==> config.mk <==
export PLATFORM = sky130hd
export DESIGN_NAME = ex_muldiv_ctrl_flat
export DESIGN_NICKNAME = d
export VERILOG_FILES = /design/src/rtl/riscv_pkg.sv /design/src/rtl/ex_muldiv_ctrl_if.sv /design/src/rtl/muldiv_core.sv /design/src/rtl/ex_muldiv_ctrl.sv /design/src/flat_wrapper.sv
export SDC_FILE = /design/constraint.sdc
export NUM_CORES = 1
export LEC_CHECK = 0
export ABC_AREA = 0
export CORE_MARGIN = 2
export CORE_UTILIZATION = 30
export DETAILED_ROUTE_END_ITERATION = 10
export SETUP_SLACK_MARGIN = 0.1
export SLEW_MARGIN = 10
export SYNTH_ARGS = -nofsm -noshare
export SYNTH_HDL_FRONTEND = slang
export SYNTH_HIERARCHICAL = 1
export SYNTH_SLANG_ARGS = --single-unit
==> constraint.sdc <==
create_clock -name clk -period 12.3 [get_ports clk]
set_input_delay 3.69 -clock clk [delete_from_list [all_inputs] [get_ports clk]]
set_output_delay 3.69 -clock clk [all_outputs]
set_load 0.01 [all_outputs]
==> src/rtl/riscv_pkg.sv <==
// Shared RISC-V definitions for the M-extension multiply/divide sequencer.
// Holds the funct3/funct7 encodings of the RV32M instructions and the state
// encoding of the iterative sequencer FSM.
// No ports: this is a package imported with import riscv_pkg::*.
package riscv_pkg;

    localparam logic [6:0] F7_MULDIV = 7'b0000001;

    localparam logic [2:0] F3_MUL    = 3'b000;
    localparam logic [2:0] F3_MULH   = 3'b001;
    localparam logic [2:0] F3_MULHSU = 3'b010;
    localparam logic [2:0] F3_MULHU  = 3'b011;
    localparam logic [2:0] F3_DIV    = 3'b100;
    localparam logic [2:0] F3_DIVU   = 3'b101;
    localparam logic [2:0] F3_REM    = 3'b110;
    localparam logic [2:0] F3_REMU   = 3'b111;

    typedef enum logic [1:0] {
        ST_IDLE = 2'd0,
        ST_MUL  = 2'd1,
        ST_DIV  = 2'd2,
        ST_DONE = 2'd3
    } muldiv_state_t;

endpackage

==> src/rtl/ex_muldiv_ctrl_if.sv <==
// Handshake between the EX stage and the multiply/divide sequencer.
// Signals:
//   start  - EX holds a valid M-extension instruction
//   funct3 - M operation select
//   op_a   - forwarded rs1 value
//   op_b   - forwarded rs2 value
//   flush  - EX flush, aborts any operation in flight
//   stall  - hold PC, IF/ID, ID/EX and EX/MEM
//   done   - one-cycle pulse, result valid
//   result - operation result, held until the next accepted start
// Modports: master is the pipeline side, slave is the sequencer side.
interface ex_muldiv_ctrl_if #(
    parameter int XLEN = 32
);

    logic            start;
    logic [2:0]      funct3;
    logic [XLEN-1:0] op_a;
    logic [XLEN-1:0] op_b;
    logic            flush;
    logic            stall;
    logic            done;
    logic [XLEN-1:0] result;

    modport master (
        output start, funct3, op_a, op_b, flush,
        input  stall, done, result
    );

    modport slave (
        input  start, funct3, op_a, op_b, flush,
        output stall, done, result
    );

endinterface

==> src/rtl/muldiv_core.sv <==
// Iteration datapath of the multiply/divide sequencer: one shift-add
// multiply step or one restoring-divide step per clock on operand magnitudes.
// Ports:
//   clk, reset - pipeline clock, asynchronous active-high reset
//   load       - capture magnitudes and clear the accumulator
//   step       - perform one iteration
//   div_mode   - 1 selects the divide step, 0 the multiply step
//   mag_a      - magnitude of rs1 (multiplicand / dividend)
//   mag_b      - magnitude of rs2 (multiplier / divisor)
//   hi_nxt     - upper half after the current step (product high / remainder)
//   lo_nxt     - lower half after the current step (product low / quotient)
module muldiv_core #(
    parameter int XLEN = 32
) (
    input  logic            clk,
    input  logic            reset,
    input  logic            load,
    input  logic            step,
    input  logic            div_mode,
    input  logic [XLEN-1:0] mag_a,
    input  logic [XLEN-1:0] mag_b,
    output logic [XLEN-1:0] hi_nxt,
    output logic [XLEN-1:0] lo_nxt
);

    logic [XLEN-1:0] hi_q;
    logic [XLEN-1:0] lo_q;
    logic [XLEN-1:0] op_q;

    logic [XLEN:0]   mul_sum;
    logic [XLEN:0]   div_shift;
    logic [XLEN-1:0] div_sub;
    logic            div_fits;

    // Next value of the {hi, lo} pair for one iteration.
    // Multiply: lo holds the multiplier and is shifted out LSB first while the
    // 33-bit partial sum is shifted in from the top, so {hi, lo} ends as the
    // 64-bit product after XLEN steps.
    // Divide: {hi, lo} is shifted left one bit; hi is the partial remainder,
    // lo shifts out the dividend and shifts in quotient bits. When the shifted
    // remainder fits the divisor the subtraction is kept. The subtraction is
    // only used when it fits, so its result never needs the extra top bit.
    always_comb begin
        mul_sum   = lo_q[0] ? ({1'b0, hi_q} + {1'b0, op_q}) : {1'b0, hi_q};
        div_shift = {hi_q, lo_q[XLEN-1]};
        div_sub   = div_shift[XLEN-1:0] - op_q;
        div_fits  = (div_shift >= {1'b0, op_q});
        hi_nxt    = hi_q;
        lo_nxt    = lo_q;
        if (div_mode) begin
            hi_nxt = div_fits ? div_sub : div_shift[XLEN-1:0];
            lo_nxt = {lo_q[XLEN-2:0], div_fits};
        end else begin
            hi_nxt = mul_sum[XLEN:1];
            lo_nxt = {mul_sum[0], lo_q[XLEN-1:1]};
        end
    end

    // Operand and accumulator registers. On load the roles are assigned:
    // multiply keeps the multiplicand in op_q and the multiplier in lo_q,
    // divide keeps the divisor in op_q and the dividend in lo_q.
    always_ff @(posedge clk or posedge reset) begin
        if (reset) begin
            hi_q <= '0;
            lo_q <= '0;
            op_q <= '0;
        end else if (load) begin
            hi_q <= '0;
            lo_q <= div_mode ? mag_a : mag_b;
            op_q <= div_mode ? mag_b : mag_a;
        end else if (step) begin
            hi_q <= hi_nxt;
            lo_q <= lo_nxt;
        end
    end

endmodule

==> src/rtl/ex_muldiv_ctrl.sv <==
// Iterative RV32M multiply/divide sequencer beside the EX stage ALU.
// Accepts forwarded operands, stalls the front of the pipeline while it
// iterates, then pulses done for one cycle with the 32-bit result.
// Ports:
//   clk, reset - pipeline clock, asynchronous active-high reset
//   bus        - ex_muldiv_ctrl_if slave: start/funct3/op_a/op_b/flush in,
//                stall/done/result out
module ex_muldiv_ctrl
    import riscv_pkg::*;
#(
    parameter int XLEN  = 32,
    parameter int CNT_W = 6
) (
    input  logic                clk,
    input  logic                reset,
    ex_muldiv_ctrl_if.slave     bus
);

    muldiv_state_t    state;
    logic [CNT_W-1:0] count;
    logic [2:0]       f3_q;
    logic             neg_q;
    logic             done_q;
    logic [XLEN-1:0]  result_q;

    logic             accept;
    logic             a_neg;
    logic             b_neg;
    logic             neg_res;
    logic             div_zero;
    logic             overflow;
    logic             special;
    logic [XLEN-1:0]  mag_a;
    logic [XLEN-1:0]  mag_b;
    logic [XLEN-1:0]  special_val;
    logic             core_load;
    logic             core_step;
    logic             core_div;
    logic             last_step;
    logic [XLEN-1:0]  hi_nxt;
    logic [XLEN-1:0]  lo_nxt;
    logic [2*XLEN-1:0] prod_full;
    logic [2*XLEN-1:0] prod_fix;
    logic [XLEN-1:0]  quo_fix;
    logic [XLEN-1:0]  rem_fix;
    logic [XLEN-1:0]  final_val;

    // Accept decode. Operands are turned into magnitudes here so the core only
    // does unsigned work; neg_res records whether the final value must be
    // negated (quotient/product sign, or the dividend sign for REM).
    // Divide-by-zero and signed overflow skip iteration and go straight to
    // DONE with their architecturally defined values.
    always_comb begin
        accept      = (state == ST_IDLE) && bus.start && !bus.flush;
        a_neg       = bus.op_a[XLEN-1] &&
                      (bus.funct3 != F3_MULHU) && (bus.funct3 != F3_DIVU) &&
                      (bus.funct3 != F3_REMU);
        b_neg       = bus.op_b[XLEN-1] &&
                      ((bus.funct3 == F3_MUL) || (bus.funct3 == F3_MULH) ||
                       (bus.funct3 == F3_DIV) || (bus.funct3 == F3_REM));
        mag_a       = a_neg ? -bus.op_a : bus.op_a;
        mag_b       = b_neg ? -bus.op_b : bus.op_b;
        neg_res     = (bus.funct3 == F3_REM) ? a_neg : (a_neg ^ b_neg);
        div_zero    = bus.funct3[2] && (bus.op_b == '0);
        overflow    = ((bus.funct3 == F3_DIV) || (bus.funct3 == F3_REM)) &&
                      (bus.op_a == {1'b1, {(XLEN-1){1'b0}}}) &&
                      (bus.op_b == '1);
        special     = div_zero || overflow;
        special_val = '0;
        if (div_zero) begin
            special_val = bus.funct3[1] ? bus.op_a : '1;
        end else begin
            special_val = bus.funct3[1] ? '0 : {1'b1, {(XLEN-1){1'b0}}};
        end
    end

    // Core control. While idle the core is told the mode of the incoming op so
    // the load routes operands correctly; afterwards the mode follows the state.
    // A flush stops stepping in the same cycle it aborts the op.
    always_comb begin
        core_load = accept && !special;
        core_step = ((state == ST_MUL) || (state == ST_DIV)) && !bus.flush;
        core_div  = (state == ST_IDLE) ? bus.funct3[2] : (state == ST_DIV);
        last_step = (count == CNT_W'(XLEN-1));
    end

    muldiv_core #(
        .XLEN (XLEN)
    ) u_core (
        .clk      (clk),
        .reset    (reset),
        .load     (core_load),
        .step     (core_step),
        .div_mode (core_div),
        .mag_a    (mag_a),
        .mag_b    (mag_b),
        .hi_nxt   (hi_nxt),
        .lo_nxt   (lo_nxt)
    );

    // Result formatting from the values the core produces on its final step,
    // so result can be registered on the same edge that enters DONE.
    always_comb begin
        prod_full = {hi_nxt, lo_nxt};
        prod_fix  = neg_q ? -prod_full : prod_full;
        quo_fix   = neg_q ? -lo_nxt : lo_nxt;
        rem_fix   = neg_q ? -hi_nxt : hi_nxt;
        case (f3_q)
            F3_MUL:                       final_val = prod_fix[XLEN-1:0];
            F3_MULH, F3_MULHSU, F3_MULHU: final_val = prod_fix[2*XLEN-1:XLEN];
            F3_DIV, F3_DIVU:              final_val = quo_fix;
            default:                      final_val = rem_fix;
        endcase
    end

    // Sequencer FSM with registered done/result. Flush wins over everything,
    // including the final iteration, so an aborted op never pulses done and
    // never disturbs result. DONE always returns to IDLE without looking at
    // start, so the instruction still sitting in EX is not accepted twice.
    always_ff @(posedge clk or posedge reset) begin
        if (reset) begin
            state    <= ST_IDLE;
            count    <= '0;
            f3_q     <= '0;
            neg_q    <= 1'b0;
            done_q   <= 1'b0;
            result_q <= '0;
        end else begin
            done_q <= 1'b0;
            if (bus.flush) begin
                state <= ST_IDLE;
                count <= '0;
            end else begin
                case (state)
                    ST_IDLE: begin
                        if (bus.start) begin
                            f3_q  <= bus.funct3;
                            neg_q <= neg_res;
                            count <= '0;
                            if (special) begin
                                result_q <= special_val;
                                done_q   <= 1'b1;
                                state    <= ST_DONE;
                            end else begin
                                state <= bus.funct3[2] ? ST_DIV : ST_MUL;
                            end
                        end
                    end
                    ST_MUL, ST_DIV: begin
                        if (last_step) begin
                            result_q <= final_val;
                            done_q   <= 1'b1;
                            count    <= '0;
                            state    <= ST_DONE;
                        end else begin
                            count <= count + 1'b1;
                        end
                    end
                    ST_DONE: begin
                        state <= ST_IDLE;
                    end
                    default: begin
                        state <= ST_IDLE;
                    end
                endcase
            end
        end
    end

    // Stall is combinational so the pipeline freezes in the accept cycle
    // itself; a flush releases it immediately.
    assign bus.stall  = !bus.flush &&
                        (((state == ST_IDLE) && bus.start) ||
                         (state == ST_MUL) || (state == ST_DIV));
    assign bus.done   = done_q;
    assign bus.result = result_q;

endmodule

==> src/flat_wrapper.sv <==
// flat-port wrapper written by rule: the top's interface ports become plain ports
module ex_muldiv_ctrl_flat import riscv_pkg::*;
#(
    parameter int XLEN  = 32,
    parameter int CNT_W = 6
)
  (clk, reset, bus_start, bus_funct3, bus_op_a, bus_op_b, bus_flush, bus_stall, bus_done, bus_result);
  ex_muldiv_ctrl_if #(.XLEN(XLEN)) bus_i ();
  input  logic clk;
  input  logic reset;
  input wire logic [$bits(bus_i.start)-1:0] bus_start;
  input wire logic [$bits(bus_i.funct3)-1:0] bus_funct3;
  input wire logic [$bits(bus_i.op_a)-1:0] bus_op_a;
  input wire logic [$bits(bus_i.op_b)-1:0] bus_op_b;
  input wire logic [$bits(bus_i.flush)-1:0] bus_flush;
  output wire logic [$bits(bus_i.stall)-1:0] bus_stall;
  output wire logic [$bits(bus_i.done)-1:0] bus_done;
  output wire logic [$bits(bus_i.result)-1:0] bus_result;
  assign bus_i.start = bus_start;
  assign bus_i.funct3 = bus_funct3;
  assign bus_i.op_a = bus_op_a;
  assign bus_i.op_b = bus_op_b;
  assign bus_i.flush = bus_flush;
  assign bus_stall = bus_i.stall;
  assign bus_done = bus_i.done;
  assign bus_result = bus_i.result;
  ex_muldiv_ctrl #(.XLEN(XLEN), .CNT_W(CNT_W)) u_core (.clk(clk), .reset(reset), .bus(bus_i));
endmodule
; ---- After elaboration in Yosys (flattened, before gate mapping)
; Index checks and enable logic that the tools add are counted.
; Widths: inputs -> output; s select.
[word_totals]
register_bits = 141
in_bits = 71
output_inout_bits = 34
elab_cells = 118
[op_classes]
addsub = 8
order_cmp = 1
n_eq_ne = 22
muxes = 40
n_bitwise = 2
reduce_logical = 36
[ops]
columns = cell, count
row1 = $mux 32, 19
row2 = $neg 32->32, 4
row3 = $pmux 32 s3, 1
row4 = $eq 32x32->1 const B, 2
row5 = $mux 64, 1
row6 = $neg 64->64, 1
row7 = $pmux 32 s2, 1
row8 = $add 32x32->33, 1
row9 = $ge 33x32->1, 1
row10 = $mux 33, 1
row11 = $logic_not 32->1, 1
row12 = $sub 32x32->32, 1
row13 = $mux 6, 3
row14 = $eq 3x3->1 const B, 4
row15 = $logic_and 1x1->1, 12
row16 = $pmux 6 s2, 1
row17 = $mux 2, 5
row18 = $ne 3x3->1 const B, 3
row19 = $logic_or 1x1->1, 8
row20 = $add 6x1->6 const B, 1
row21 = $eq 3x1->1 const B, 2
row22 = $eq 3x2->1 const B, 2
row23 = $eq 6x5->1 const B, 1
row24 = $logic_not 3->1, 2
row25 = 19 further kinds, 31

; ---- Logic depth before layout (Yosys ltp)
; Gate-level depths: netlist (run 1).
[logic_depth]
ltp_word = 9
ltp_mapped = 22

; ---- By module
; Netlist (run 1), hierarchy kept.
[modules_own_cells]
columns = module, instances, cells_per_inst, area_each_um2, seq_area_each_um2
row1 = muldiv_core, 1, 1174, 9673.0, 2402.3
row2 = ex_muldiv_ctrl, 1, 946, 6647.6, 1126.1

; ---- Worst setup path after synthesis (run 1)
; No wires, ideal clock.
[synth_timing]
path_kind = input-to-output
startpoint = input bus_start
endpoint = output bus_stall
t_arrival_ns = 4.146
required_ns = 8.610
setup_slack_ns = 4.464
stages = 3
path_cell_list = clkbuf_1 a211oi_1 nor2_1
[synth_between]
elab_chain_len = 4
[synth_lines]
columns = item, line
row1 = "start, declared", flat_wrapper.sv:11  ; input wire logic [$bits(bus_i.start)-1:0] bus_start;
row2 = $logic_and 1x1->1, ex_muldiv_ctrl.sv:173  ; (((state == ST_IDLE) && bus.start) ||
row3 = $logic_or 1x1->1, ex_muldiv_ctrl.sv:173
row4 = $logic_or 1x1->1, ex_muldiv_ctrl.sv:174  ; (state == ST_MUL) || (state == ST_DIV));
row5 = $logic_and 1x1->1, ex_muldiv_ctrl.sv:172  ; assign bus.stall = !bus.flush &&
row6 = "end, declared", flat_wrapper.sv:16  ; output wire logic [$bits(bus_i.stall)-1:0] bus_stall;
; No other way between the ends.

; ---- Worst setup path after layout (run 1)
[layout_timing]
startpoint = input bus_funct3[2]
endpoint = register u_core.result_q[16] (netlist: u_core/bus.result[16])
[layout_between]
elab_chain_len = 7
word_cells_on_any_way = 24
[layout_lines]
columns = item, line
row1 = "start, declared", flat_wrapper.sv:12  ; input wire logic [$bits(bus_i.funct3)-1:0] bus_funct3;
row2 = $mux 1 *, ex_muldiv_ctrl.sv:83  ; core_div = (state == ST_IDLE) ? bus.funct3[2] : (state == ST_DIV);
row3 = net u_core.core_div, ex_muldiv_ctrl.sv:38  ; logic core_div;
row4 = $mux 32 *, muldiv_core.sv:50  ; if (div_mode) begin
row5 = net u_core.lo_nxt[6], ex_muldiv_ctrl.sv:41  ; logic [XLEN-1:0] lo_nxt;
row6 = $neg 64->64 or $neg 32->32 (tied branches), "ex_muldiv_ctrl.sv:105, ex_muldiv_ctrl.sv:106"
row7 = $mux 64 or $mux 32 (tied branches), "ex_muldiv_ctrl.sv:105, ex_muldiv_ctrl.sv:106"
row8 = $pmux 32 s3 *, ex_muldiv_ctrl.sv:108  ; case (f3_q)
row9 = $mux 32 *, ex_muldiv_ctrl.sv:150  ; if (last_step) begin
row10 = $pmux 32 s2 *, ex_muldiv_ctrl.sv:134  ; case (state)
row11 = "end signal, assigned", ex_muldiv_ctrl.sv:141  ; result_q <= special_val;
row12 = "end signal, assigned", ex_muldiv_ctrl.sv:151  ; result_q <= final_val;
row13 = "end, declared", ex_muldiv_ctrl.sv:24  ; logic [XLEN-1:0] result_q;
; Mark *: on every way through the listed nets, which the timed path passes. The rest lies on a longest branch. The select of a mux whose other input is x is not followed.
; A chain may end at the register's enable or synchronous reset.

==> results, run 1 <==
- The total inserted antenna cells is 0.
- The maximum number of pins on one net before global-route repair is 155.
- On the critical path the largest part of the delay comes from simple AND/OR/NAND/NOR gates.
- In the final layout, the share of cells above drive strength 1 is 0.0873.
- The leakage power summed over all cells is 7.16 nW.
- The sequential-to-total area share from yosys stat is 0.216.
- The total of buffers placed on input and output ports is 104.
- The TritonCTS clock tree is built.
- When the netlist entered floorplanning its net count stood at 2,267.
- Synthesis handed over a netlist of 2,120 instances.
- At the pin with the least slew margin, the transition time is 1.24 ns.
- In the final routed layout, each cell accounts on average for 24.6 µm.
- For this run, the leading register cell type out of synthesis is dfrtp_1.
- The area after detailed placement is 17,900 µm².
- The vertical die dimension is 237 µm.
- The maximum level of the CTS H-tree is 4.
- The placeable core area is 53,800 µm².
- The first global-routing pass estimated 104 mm of wire.
- The power density over the cells is 335 nW/µm².
- The number of standard cells in the layout, taps in and fillers out is 2,850.
- The standard-cell row count is 85.
- After detailed routing, the number of vias per cell comes to 6.05.
- The total iterations of the first detailed-routing run is 7.
- The initial detailed-routing violation count is 1,850.
- The kind of end point of the critical path is a flop.
- Post-CTS repair changed the size of 0 cells.
- In this run the top signal layer used is met5.
- The maximum number of buffers from clock root to sink is 2.
- The worst pin sits at a relative slew slack of 0.169.
- The number of failing hold endpoints at the final stage is 0.
- The most frequent standard cell in the layout excluding fill and tap cells is nor2_1.
- At the end of routability-driven placement, the weighted congestion stood at 0.984.
- The finished cells cover 18,400 µm².
- From left edge to right edge, the die measures 237 µm.
- In this run, CTS created clock tree buffers numbering 17.
- In the layout the commonest cells are nor2_1 (203), nand2_1 (193), a21oi_1 (177), o21ai_0 (157), dfrtp_1 (140).
- The type of the setup path with the least slack is input pin to flop.
- In the finished design, the share of the clock period the worst path needs comes to 0.720.
- The worst hold path belongs to the class flop to flop.
- The number of setup buffers added after CTS is 0.
- For this run, asynchronously set or reset flops after synthesis account for 1.00.
- The final worst hold slack is 0.486 ns.
- In this run the worst path has a maximum fanout of 154.
- Across the VDD grid, the largest voltage drop is 0.189 mV.
- Setup violations remaining at the end of the flow were counted as 0.
- In this run the cell area of the synthesized design comes to 16,300 µm².
- Setup repair after global routing left no endpoint under its margin.
- The remaining global-route overflow is 0.
- The largest single stage delay on the critical path is 0.83 ns.
- The post-detailed-route DRC marker count is 0.
- The kind of launch point of the worst setup path is an input pin.
- The count of distinct cell types in the synthesized netlist is 104.
- The clock period minus worst slack is 8.85 ns.
- The final sum of negative setup slack is 0 ns.
- The number of antenna violations at the first check in global routing is 1.
- The total detailed-routing wirelength is 70.2 mm.
- Relative to the synthesized area, the layout overhead comes to 13.0%.
- For this configuration, the core starts out at a cell density of 0.303.
- The signal on the critical path passes through clkdlybuf4s50_1 > nand2_1 > o21ai_4 > buf_12 > mux2_2 > or4_1 > nor4_4 > nand4_1 > a2111oi_0 > mux2_2 > a21oi_1 > o21ai_0.
- After filler insertion, the fill cell instance count of the layout stands at 5,708.
- The count of nets after finishing is 2,288.
- The slowest stage of the critical path belongs to the cell a2111oi_0.
- Overall power consumption after layout is estimated at 0.00618 W.
- The clock latency on the worst-skew pair is 0.45 ns.
- The synthesis-stage register bit count is 141.
- Between clock sinks in the finished design, the worst skew comes to 0.00924 ns.
- The CTS sink count is 141.
- The area of the die is 56,300 µm².
- The total routing resource utilization after global routing is 0.244.
- Pin placement for this block handled 105 I/O pins.
- The CTS clock-pin slew for the worst setup and hold paths is 0.06 ns.
- Each instance of the synthesized netlist takes up on average 7.70 µm².
- The required time reported for the critical path endpoint is 12.62 ns.
- For this run, the number of Yosys warnings is 6.
- The number of buffers and inverters on the critical path is 2.
- The flow ran to the end, and the final reports show no timing, DRC or antenna violations.
- The met2 wire length is 31.7 mm.
- The fmax is 113 MHz.
- The number of placed instances, taps included, is 2,818.
- The number of vias in the routed layout is 17,300.
- The number of pins exceeding their max-slew limit in the final report is 0.
- The number of max-cap violations is 0.
- Summed over all nets, the half-perimeter wirelength after detailed placement is 54.2 mm.
- The via count of the first global-routing pass is 16,100.
- In this run the remaining antenna-violating nets after routing total 0.
- The most numerous cell type found on the critical path is mux2_2.
- The tree is rooted in a clkbuf_16.
- Data arrives at the worst endpoint at 9.17 ns.
- The count of hold-fix buffers inserted at cts is 0.
- In the detailed route, the total length drawn on met3 is 5.29 mm.
- After detailed routing, the wire length on met1 is 30.0 mm.
- The number of flops mapped to enable cells by yosys is 0.
## layout make-up
cell class | count | area (µm²) | share of cell area
Timing Repair Buffer | 137 | 1300 | 0.0706
Clock buffer | 20 | 467 | 0.0253
Tap cell | 696 | 871 | 0.0472
Sequential cell | 141 | 3530 | 0.191
Clock inverter | 12 | 113 | 0.00611
Multi-Input combinational cell | 1764 | 11900 | 0.643
Inverter | 80 | 303 | 0.0164
## synthesized netlist by cell type (all sizes together) (18+ instances only)
cell,number,share of area
ha,74,0.057
nand4,32,0.012
nand2,194,0.045
mux2i,90,0.055
xnor2,98,0.053
buf,31,0.014
clkbuf,104,0.027
dfrtp,141,0.22
nor4,34,0.016
nor3,45,0.014
nand3,44,0.013
o31ai,42,0.020
nor2,206,0.048
a21o,24,0.011
o21ai,172,0.054
nor2b,19,0.0073
or3,19,0.0077
a21oi,177,0.054
or4,18,0.0085
a31oi,38,0.015
a211oi,46,0.021
xor2,65,0.035
inv,78,0.018
mux2,64,0.044
o41ai,19,0.011
o211ai,20,0.0095
## state kept, by name, indices dropped and copies added (netlist names)
register            flops
u_core/bus.done         1
u_core/count            6
u_core/state            2
u_core/u_core/op_q     32
u_core/neg_q            1
u_core/u_core/hi_q     32
u_core/f3_q             3
u_core/bus.result      32
u_core/u_core/lo_q     32
## cells by family (layout without fill, tap and decap cells)
group,count (synthesis),count (layout),synth area share
AND/OR/NAND/NOR,703,703,0.213
AO/OA/AOI/OAI,668,668,0.266
buffers and inverters,215,249,0.0591
XOR/XNOR,163,163,0.0875
multiplexers,154,154,0.0994
flip-flops,141,141,0.216
adder cells (fa/ha/maj),76,76,0.0592
## worst register-to-register path, cell delays in order, from the launching register on
cell and delay, ns:
dfrtp_1 0.49, inv_1 0.08, ha_1 0.39, a21oi_1 0.24, o21ai_1 0.13, o2111ai_1 0.24, nand4_1 0.30, o31ai_2 0.64
nand2_1 0.82, nand2_1 0.28, a31oi_1 0.35, inv_1 0.16, ha_1 0.26, nor4b_1 0.74, nand3_1 0.54, or4b_2 0.82
o21ai_0 0.21, xnor2_1 0.15, a221oi_1 0.09, o31ai_1 0.27
## per-stage QoR
stage	setup slack (ns)	utilization
2_1_floorplan	4.46	-
3_3_place_gp	3.18	0.332
3_5_place_dp	3.13	0.332
4_1_cts	3.51	0.343
5_1_grt	3.08	0.343
6_report	3.45	0.343
## final timing paths
| kind | startpoint | to | slack (ns) | cells past startpoint |
|---|---|---|---|---|
| max | bus_funct3[2] | u_core/bus.result[16] | 3.45 | 12 |
| min | u_core/bus.result[8] | u_core/bus.result[8] | 0.49 | 2 |
| max reg2reg | u_core/u_core/op_q[12] | u_core/bus.result[28] | 5.01 | 19 |
| min reg2reg | u_core/bus.result[8] | u_core/bus.result[8] | 0.49 | 2 |
| max in group asynchronous | reset | u_core/u_core/hi_q[26] | 7.28 | 3 |
| min in group asynchronous | reset | u_core/u_core/lo_q[18] | 3.81 | 2 |
## where the power goes
group	switching (W)	internal (W)	total, W
combinational	0.00314	0.00165	0.00479
clock	0.000229	0.000295	0.000524
sequential	0.000241	0.000627	0.000868
total	0.00361	0.00258	0.00618
## metal layers
metal,up-vias,track usage
met5,-,0
met1,8380,0.326
met4,2,0.105
li1,7900,-
met2,839,0.393
met3,134,0.0365
No activity file was read; power rests on OpenSTA's default activity.
==> run 2: changes to the inputs <==
Clock period 12.3 ns to 9.05 ns, I/O delays scaled along.
==> results, run 2 (synthesized netlist as in run 1, its figures left out) <==
- The hold path depth came to 2 (unchanged).
- The leakage power summed over all cells is 7.18 nW (was 7.16 nW).
- The final sum of negative setup slack is 0 ns (unchanged).
- The post-detailed-route DRC marker count is 0 (unchanged).
- The number of pins exceeding their max-slew limit in the final report is 0 (unchanged).
- The total inserted antenna cells is 0 (unchanged).
- The count of nets after finishing was 2,292 (was 2,288).
- The routed metal-1 wirelength was 30.5 mm (was 30.0 mm).
- The area added between synthesis and finish is 13.2% (was 13.0%).
- The period utilization is 0.840.
- The remaining global-route overflow came to 0 (unchanged).
- The vertical die dimension is 237 µm (unchanged).
- The placeable core area is 53,800 µm² (unchanged).
- The number of buffers added by the clock tree synthesis step is 17 (unchanged).
- Status: finished, final reports clean (unchanged).
- The number of cells on the worst reg-to-reg path is 20 (was 19).
- The data arrival time of the critical path is 7.92 ns (was 9.17 ns).
- The area after detailed placement is 17,900 µm² (about the same).
- The slew at the pin closest to its max-slew limit is 1.14 ns (was 1.24 ns).
- The TritonCTS clock tree was built (unchanged).
- The number of resized instances in the post-cts repair step was 0 (unchanged).
- Top library cells by usage in the layout, fill and taps aside: nor2_1 (204), nand2_1 (193), a21oi_1 (177), o21ai_0 (157), dfrtp_1 (140) (was nor2_1 (203), nand2_1 (193), a21oi_1 (177), o21ai_0 (157), dfrtp_1 (140)).
- The highest routed metal layer is met5 (unchanged).
- The total of endpoints with negative setup slack in the final report is 0 (unchanged).
- The remaining antenna violation count is 0 (unchanged).
- The most frequent standard cell in the layout excluding fill and tap cells is nor2_1 (unchanged).
- The post-CTS setup-driven buffer insertion count was 0 (unchanged).
- The clock latency on the worst-skew pair is 0.47 ns (was 0.45 ns).
- The count of hold-fix buffers inserted at cts is 0 (unchanged).
- The total routing resource utilization after global routing came to 0.241 (was 0.244).
- The number of vias in the routed layout was 17,400 (was 17,300).
- The required time reported for the critical path endpoint was 9.37 ns (was 12.62 ns).
- The floorplan die width was 237 µm (unchanged).
- The path type of the worst min-delay path was flop to flop (unchanged).
- The wire length per cell after detailed routing was 24.3 µm (was 24.6 µm).
- The total of buffers placed on input and output ports came to 104 (unchanged).
- The total detailed-routing wirelength is 69.2 mm (was 70.2 mm).
- The share of cells above drive strength 1 is 0.0876 (was 0.0873).
- The wire length of the first global-routing pass is 104 mm (about the same).
- The maximum net fanout on the critical path is 28 (was 154).
- The number of max-cap violations is 0 (unchanged).
- The worst slew margin relative to its limit is 0.239 (was 0.169).
- The last weighted congestion value of the routability-driven placer came to 0.968 (was 0.984).
- The total I/O pin count is 105 (unchanged).
- The initial detailed-routing violation count is 1,804 (was 1,850).
- The total iterations of the first detailed-routing run is 6 (was 7).
- The number of fill cells in the layout is 5,699 (was 5,708).
- The area of the die was 56,300 µm² (unchanged).
- The ratio of routed vias to standard cells came to 6.08 (was 6.05).
- The maximum number of pins on one net before global-route repair is 82 (was 155).
- The total non-filler cell area in the finished layout is 18,500 µm² (was 18,400 µm²).
- The effective utilization at floorplan is 0.303 (unchanged).
- The standard-cell row count is 85 (unchanged).
- Setup repair after global routing missed its margin: no (unchanged).
- The number of antenna violations at the first check in global routing is 2 (was 1).
- The worst voltage drop across the vdd grid is 0.167 mV (was 0.189 mV).
- The power density over the cells is 451 nW/µm² (was 335 nW/µm²).
- The kind of end point of the critical path is a flop (unchanged).
- The type of the setup path with the least slack is input pin to flop (unchanged).
- The worst setup skew after layout came to 0.0154 ns (was 0.00924 ns).
- The CTS root buffer is clkbuf_16 (unchanged).
- The number of failing hold endpoints at the final stage is 0 (unchanged).
- The via count of the first global-routing pass came to 16,300 (was 16,100).
- The routed length on met3 is 4.99 mm (was 5.29 mm).
- The met2 wire length came to 30.8 mm (was 31.7 mm).
- The maximum number of buffers from clock root to sink is 2 (unchanged).
- The maximum level of the CTS H-tree came to 4 (unchanged).
- For this run, the top clock speed supported by timing is 131 MHz.
- The kind of launch point of the worst setup path is an input pin (unchanged).
- The CTS clock-pin slew for the worst setup and hold paths is 0.07 ns (was 0.06 ns).
- The estimated wirelength of the detail-placed design is 54.0 mm (was 54.2 mm).
- The CTS sink count was 141 (unchanged).
- The smallest clock period supported by the final layout is computed as 7.61 ns.
-- run 2: cell types whose count changed in the layout (fill, tap and decap cells not counted), moves of 2 or more --
| cell | delta |
|---|---|
| buf_4 | +5 |
| clkbuf_8 | -2 |
| clkinv_2 | -2 |
| clkinvlp_4 | -2 |
| inv_6 | +2 |
-- run 2: area by class of cell --
class	instances	area, µm²	share of cell area
timing repair buffer	141	1320	0.0714
multi-input combinational	1764	11900	0.642
inverter	80	303	0.0164
clock buffer	19	443	0.0240
tap	696	871	0.0471
clock inverter	13	155	0.00839
sequential	141	3530	0.191
-- run 2: per-layer routing --
| metal | vias to the layer above | GRT usage |
|---|---|---|
| met2 | 809 | 0.382 |
| met5 | - | 0 |
| li1 | 7904 | - |
| met4 | 2 | 0.0957 |
| met3 | 129 | 0.0368 |
| met1 | 8510 | 0.328 |
-- run 2: path summary, 6_finish.rpt --
check	start	end	slack, ns
setup reg to reg	u_core/u_core/op_q[12]	u_core/bus.result[28]	2.09
setup / recovery	bus_funct3[2]	u_core/bus.result[28]	1.44
hold / removal	u_core/bus.result[27]	u_core/bus.result[27]	0.48
max in group asynchronous	reset	u_core/u_core/hi_q[27]	5.12
hold reg to reg	u_core/bus.result[27]	u_core/bus.result[27]	0.48
min in group asynchronous	reset	u_core/u_core/lo_q[23]	2.72
-- run 2: critical path: stages --
cell,delay [ns]
clkdlybuf4s50_1,0.68
nand2_1,0.19
o21ai_4,0.38
clkinv_1,0.82
a211oi_1,0.46
nor2_1,0.21
nor3_1,0.48
nand3_1,0.42
or4b_2,0.80
o21ai_0,0.21
xnor2_1,0.11
a221oi_1,0.28
o31ai_1,0.11
-- run 2: through the flow --
step / power, W / hold WS, ns / setup WS [ns] / utilization / cells
after floorplan: 0.00553 / 0.456 / 2.42 / - / 2120
after global placement: 0.00735 / 0.468 / 1.22 / 0.332 / 2822
after detailed placement: 0.00738 / 0.470 / 1.11 / 0.332 / 2822
after CTS: 0.00817 / 0.485 / 1.61 / 0.343 / 2854
after global routing: 0.00887 / 0.503 / 1.12 / 0.343 / 2854
final: 0.00834 / 0.485 / 1.44 / 0.343 / 2854
-- run 2: where the power goes --
group          total [W]  switching, W  internal (W)
clock           0.000745      0.000326      0.000419
combinational    0.00642       0.00419       0.00224
sequential       0.00117      0.000316      0.000852
==> run 3: changes to the inputs <==
Clock period 9.05 ns to 7.35 ns, I/O delays scaled along.
==> results, run 3 (synthesized netlist as in run 1, its figures left out) <==
- Status: finished, final reports clean (unchanged).
- The ratio of routed vias to standard cells is 6.08 (about the same).
- The CTS clock-pin slew for the worst setup and hold paths is 0.07 ns (about the same).
- The last weighted congestion value of the routability-driven placer is 0.981 (was 0.968).
- The worst setup skew after layout is 0.0201 ns (was 0.0154 ns).
- The share of the core filled with cells is 0.346 (was 0.343).
- The kind of launch point of the worst setup path is an input pin (unchanged).
- Setup repair after global routing missed its margin: no (unchanged).
- The slew at the pin closest to its max-slew limit came to 1.12 ns (was 1.14 ns).
- The maximum number of pins on one net before global-route repair is 83 (was 82).
- The maximum number of buffers from clock root to sink is 2 (unchanged).
- The floorplan die width is 237 µm (unchanged).
- The final critical-path setup slack was 0.713 ns (was 1.44 ns).
- The wire length per cell after detailed routing was 24.7 µm (was 24.3 µm).
- The startpoint of the most critical register-to-register path is u_core/u_core/hi_q[0] (was u_core/u_core/op_q[12]).
- The maximum net fanout on the critical path is 32 (was 28).
- The final sum of negative setup slack is 0 ns (unchanged).
- The hold path depth was 2 (unchanged).
- The data arrival time of the critical path is 7.01 ns (was 7.92 ns).
- The wire length of the first global-routing pass came to 106 mm (was 104 mm).
- The post-CTS setup-driven buffer insertion count came to 0 (unchanged).
- The remaining antenna violation count came to 0 (unchanged).
- The total of buffers placed on input and output ports is 104 (unchanged).
- Top library cells by usage in the layout, fill and taps aside: nor2_1 (203), nand2_1 (193), a21oi_1 (177), o21ai_0 (157), dfrtp_1 (140) (was nor2_1 (204), nand2_1 (193), a21oi_1 (177), o21ai_0 (157), dfrtp_1 (140)).
- The estimated wirelength of the detail-placed design was 55.1 mm (was 54.0 mm).
- The number of antenna violations at the first check in global routing is 3 (was 2).
- The pre-CTS setup slack is 0.301 ns (was 1.11 ns).
- The count of hold-fix buffers inserted at cts is 0 (unchanged).
- The number of vias in the routed layout is 17,400 (about the same).
- The number of resized instances in the post-cts repair step is 0 (unchanged).
- The worst hold path startpoint is u_core/bus.result[8] (was u_core/bus.result[27]).
- The destination of the worst register-to-register timing path was u_core/bus.result[22] (was u_core/bus.result[28]).
- The area of the die came to 56,300 µm² (unchanged).
- The number of cells on the worst reg-to-reg path is 17 (was 20).
- Counting I/O delays and the setup requirement, the final critical path takes 6.64 ns.
- The maximum level of the CTS H-tree was 4 (unchanged).
- In the finished design, the share of the clock period the worst path needs comes to 0.903.
- The power density over the cells came to 565 nW/µm² (was 451 nW/µm²).
- The vertical die dimension is 237 µm (unchanged).
- The area added between synthesis and finish was 14.0% (was 13.2%).
- The most frequent standard cell in the layout excluding fill and tap cells is nor2_1 (unchanged).
- The count of nets after finishing is 2,308 (was 2,292).
- The type of the setup path with the least slack is input pin to flop (unchanged).
- The total of endpoints with negative setup slack in the final report is 0 (unchanged).
- The effective utilization at floorplan was 0.303 (unchanged).
- The number of max-cap violations is 0 (unchanged).
- The worst voltage drop across the vdd grid was 0.248 mV (was 0.167 mV).
- The path type of the worst min-delay path is flop to flop (unchanged).
- The placeable core area is 53,800 µm² (unchanged).
- The number of buffers added by the clock tree synthesis step came to 17 (unchanged).
- The standard-cell row count came to 85 (unchanged).
- The required time reported for the critical path endpoint came to 7.72 ns (was 9.37 ns).
- The TritonCTS clock tree is built (unchanged).
- The CTS root buffer is clkbuf_16 (unchanged).
- The remaining global-route overflow is 0 (unchanged).
- The total detailed-routing wirelength was 70.9 mm (was 69.2 mm).
- The kind of end point of the critical path is a flop (unchanged).
- The total iterations of the first detailed-routing run was 6 (unchanged).
- The post-detailed-route DRC marker count is 0 (unchanged).
- The CTS sink count is 141 (unchanged).
- The total routing resource utilization after global routing is 0.248 (was 0.241).
- The clock latency on the worst-skew pair is 0.47 ns (about the same).
- The via count of the first global-routing pass is 16,500 (was 16,300).
- The leakage power summed over all cells came to 7.27 nW (was 7.18 nW).
- The total I/O pin count came to 105 (unchanged).
- The number of failing hold endpoints at the final stage is 0 (unchanged).
- The endpoint of the worst hold-timing path is u_core/bus.result[8] (was u_core/bus.result[27]).
- The total inserted antenna cells was 0 (unchanged).
- The worst slew margin relative to its limit is 0.254 (was 0.239).
- The fmax is 151 MHz.
- The initial detailed-routing violation count came to 1,728 (was 1,804).
- The register-to-register setup slack was 1.09 ns (was 2.09 ns).
- The number of pins exceeding their max-slew limit in the final report was 0 (unchanged).
- The share of cells above drive strength 1 is 0.0948 (was 0.0876).
-- run 3: power by group --
part / internal (W) / switching, W
Clock: 0.000529 / 0.000409
Combinational: 0.00284 / 0.00528
Sequential: 0.00105 / 0.000411
-- run 3: per-stage QoR --
stage          hold WS, ns  power (W)  cells  cell area [µm²]
2_1_floorplan        0.456    0.00681   2120            16300
3_3_place_gp         0.469    0.00929   2838            18000
3_5_place_dp         0.478    0.00932   2838            18000
4_1_cts              0.493     0.0103   2870            18600
5_1_grt              0.507     0.0112   2870            18600
6_report             0.491     0.0105   2870            18600
-- run 3: final cells by class --
class | instances | area, µm²
timing repair buffer | 157 | 1440
clock inverter | 12 | 150
clock buffer | 20 | 457
tap | 696 | 871
fill | 5697 | 35200
multi-input combinational | 1764 | 11900
sequential | 141 | 3530
inverter | 80 | 303
-- run 3: worst max-delay path by stage --
| stage | from | end | slack, ns | cells past startpoint |
|---|---|---|---|---|
| 2_1_floorplan | bus_funct3[2] | u_core/bus.result[28] | 1.23 | 14 |
| 3_3_place_gp | bus_funct3[2] | u_core/bus.result[22] | 0.28 | 14 |
| 3_5_place_dp | bus_funct3[2] | u_core/bus.result[28] | 0.30 | 13 |
| 4_1_cts | bus_funct3[2] | u_core/bus.result[22] | 0.75 | 14 |
| 5_1_grt | bus_funct3[2] | u_core/bus.result[22] | 0.39 | 14 |
| 6_report | bus_funct3[2] | u_core/bus.result[22] | 0.71 | 14 |
-- run 3: metal layers --
metal | track usage | wire (µm)
met5 | 0 | 41
met2 | 0.395 | 31700
met4 | 0.0999 | 3010
met3 | 0.0344 | 5910
met1 | 0.338 | 30200
-- run 3: critical path: stages --
cell,delay (ns)
clkdlybuf4s50_1,0.48
nand2_1,0.11
o21ai_4,0.40
clkinv_1,0.41
a211oi_1,0.37
nor2_1,0.26
nor4_1,0.87
nand4_1,0.18
buf_4,0.23
or4_1,0.57
o21ai_0,0.26
mux2i_1,0.21
o221ai_1,0.14
a211oi_1,0.26
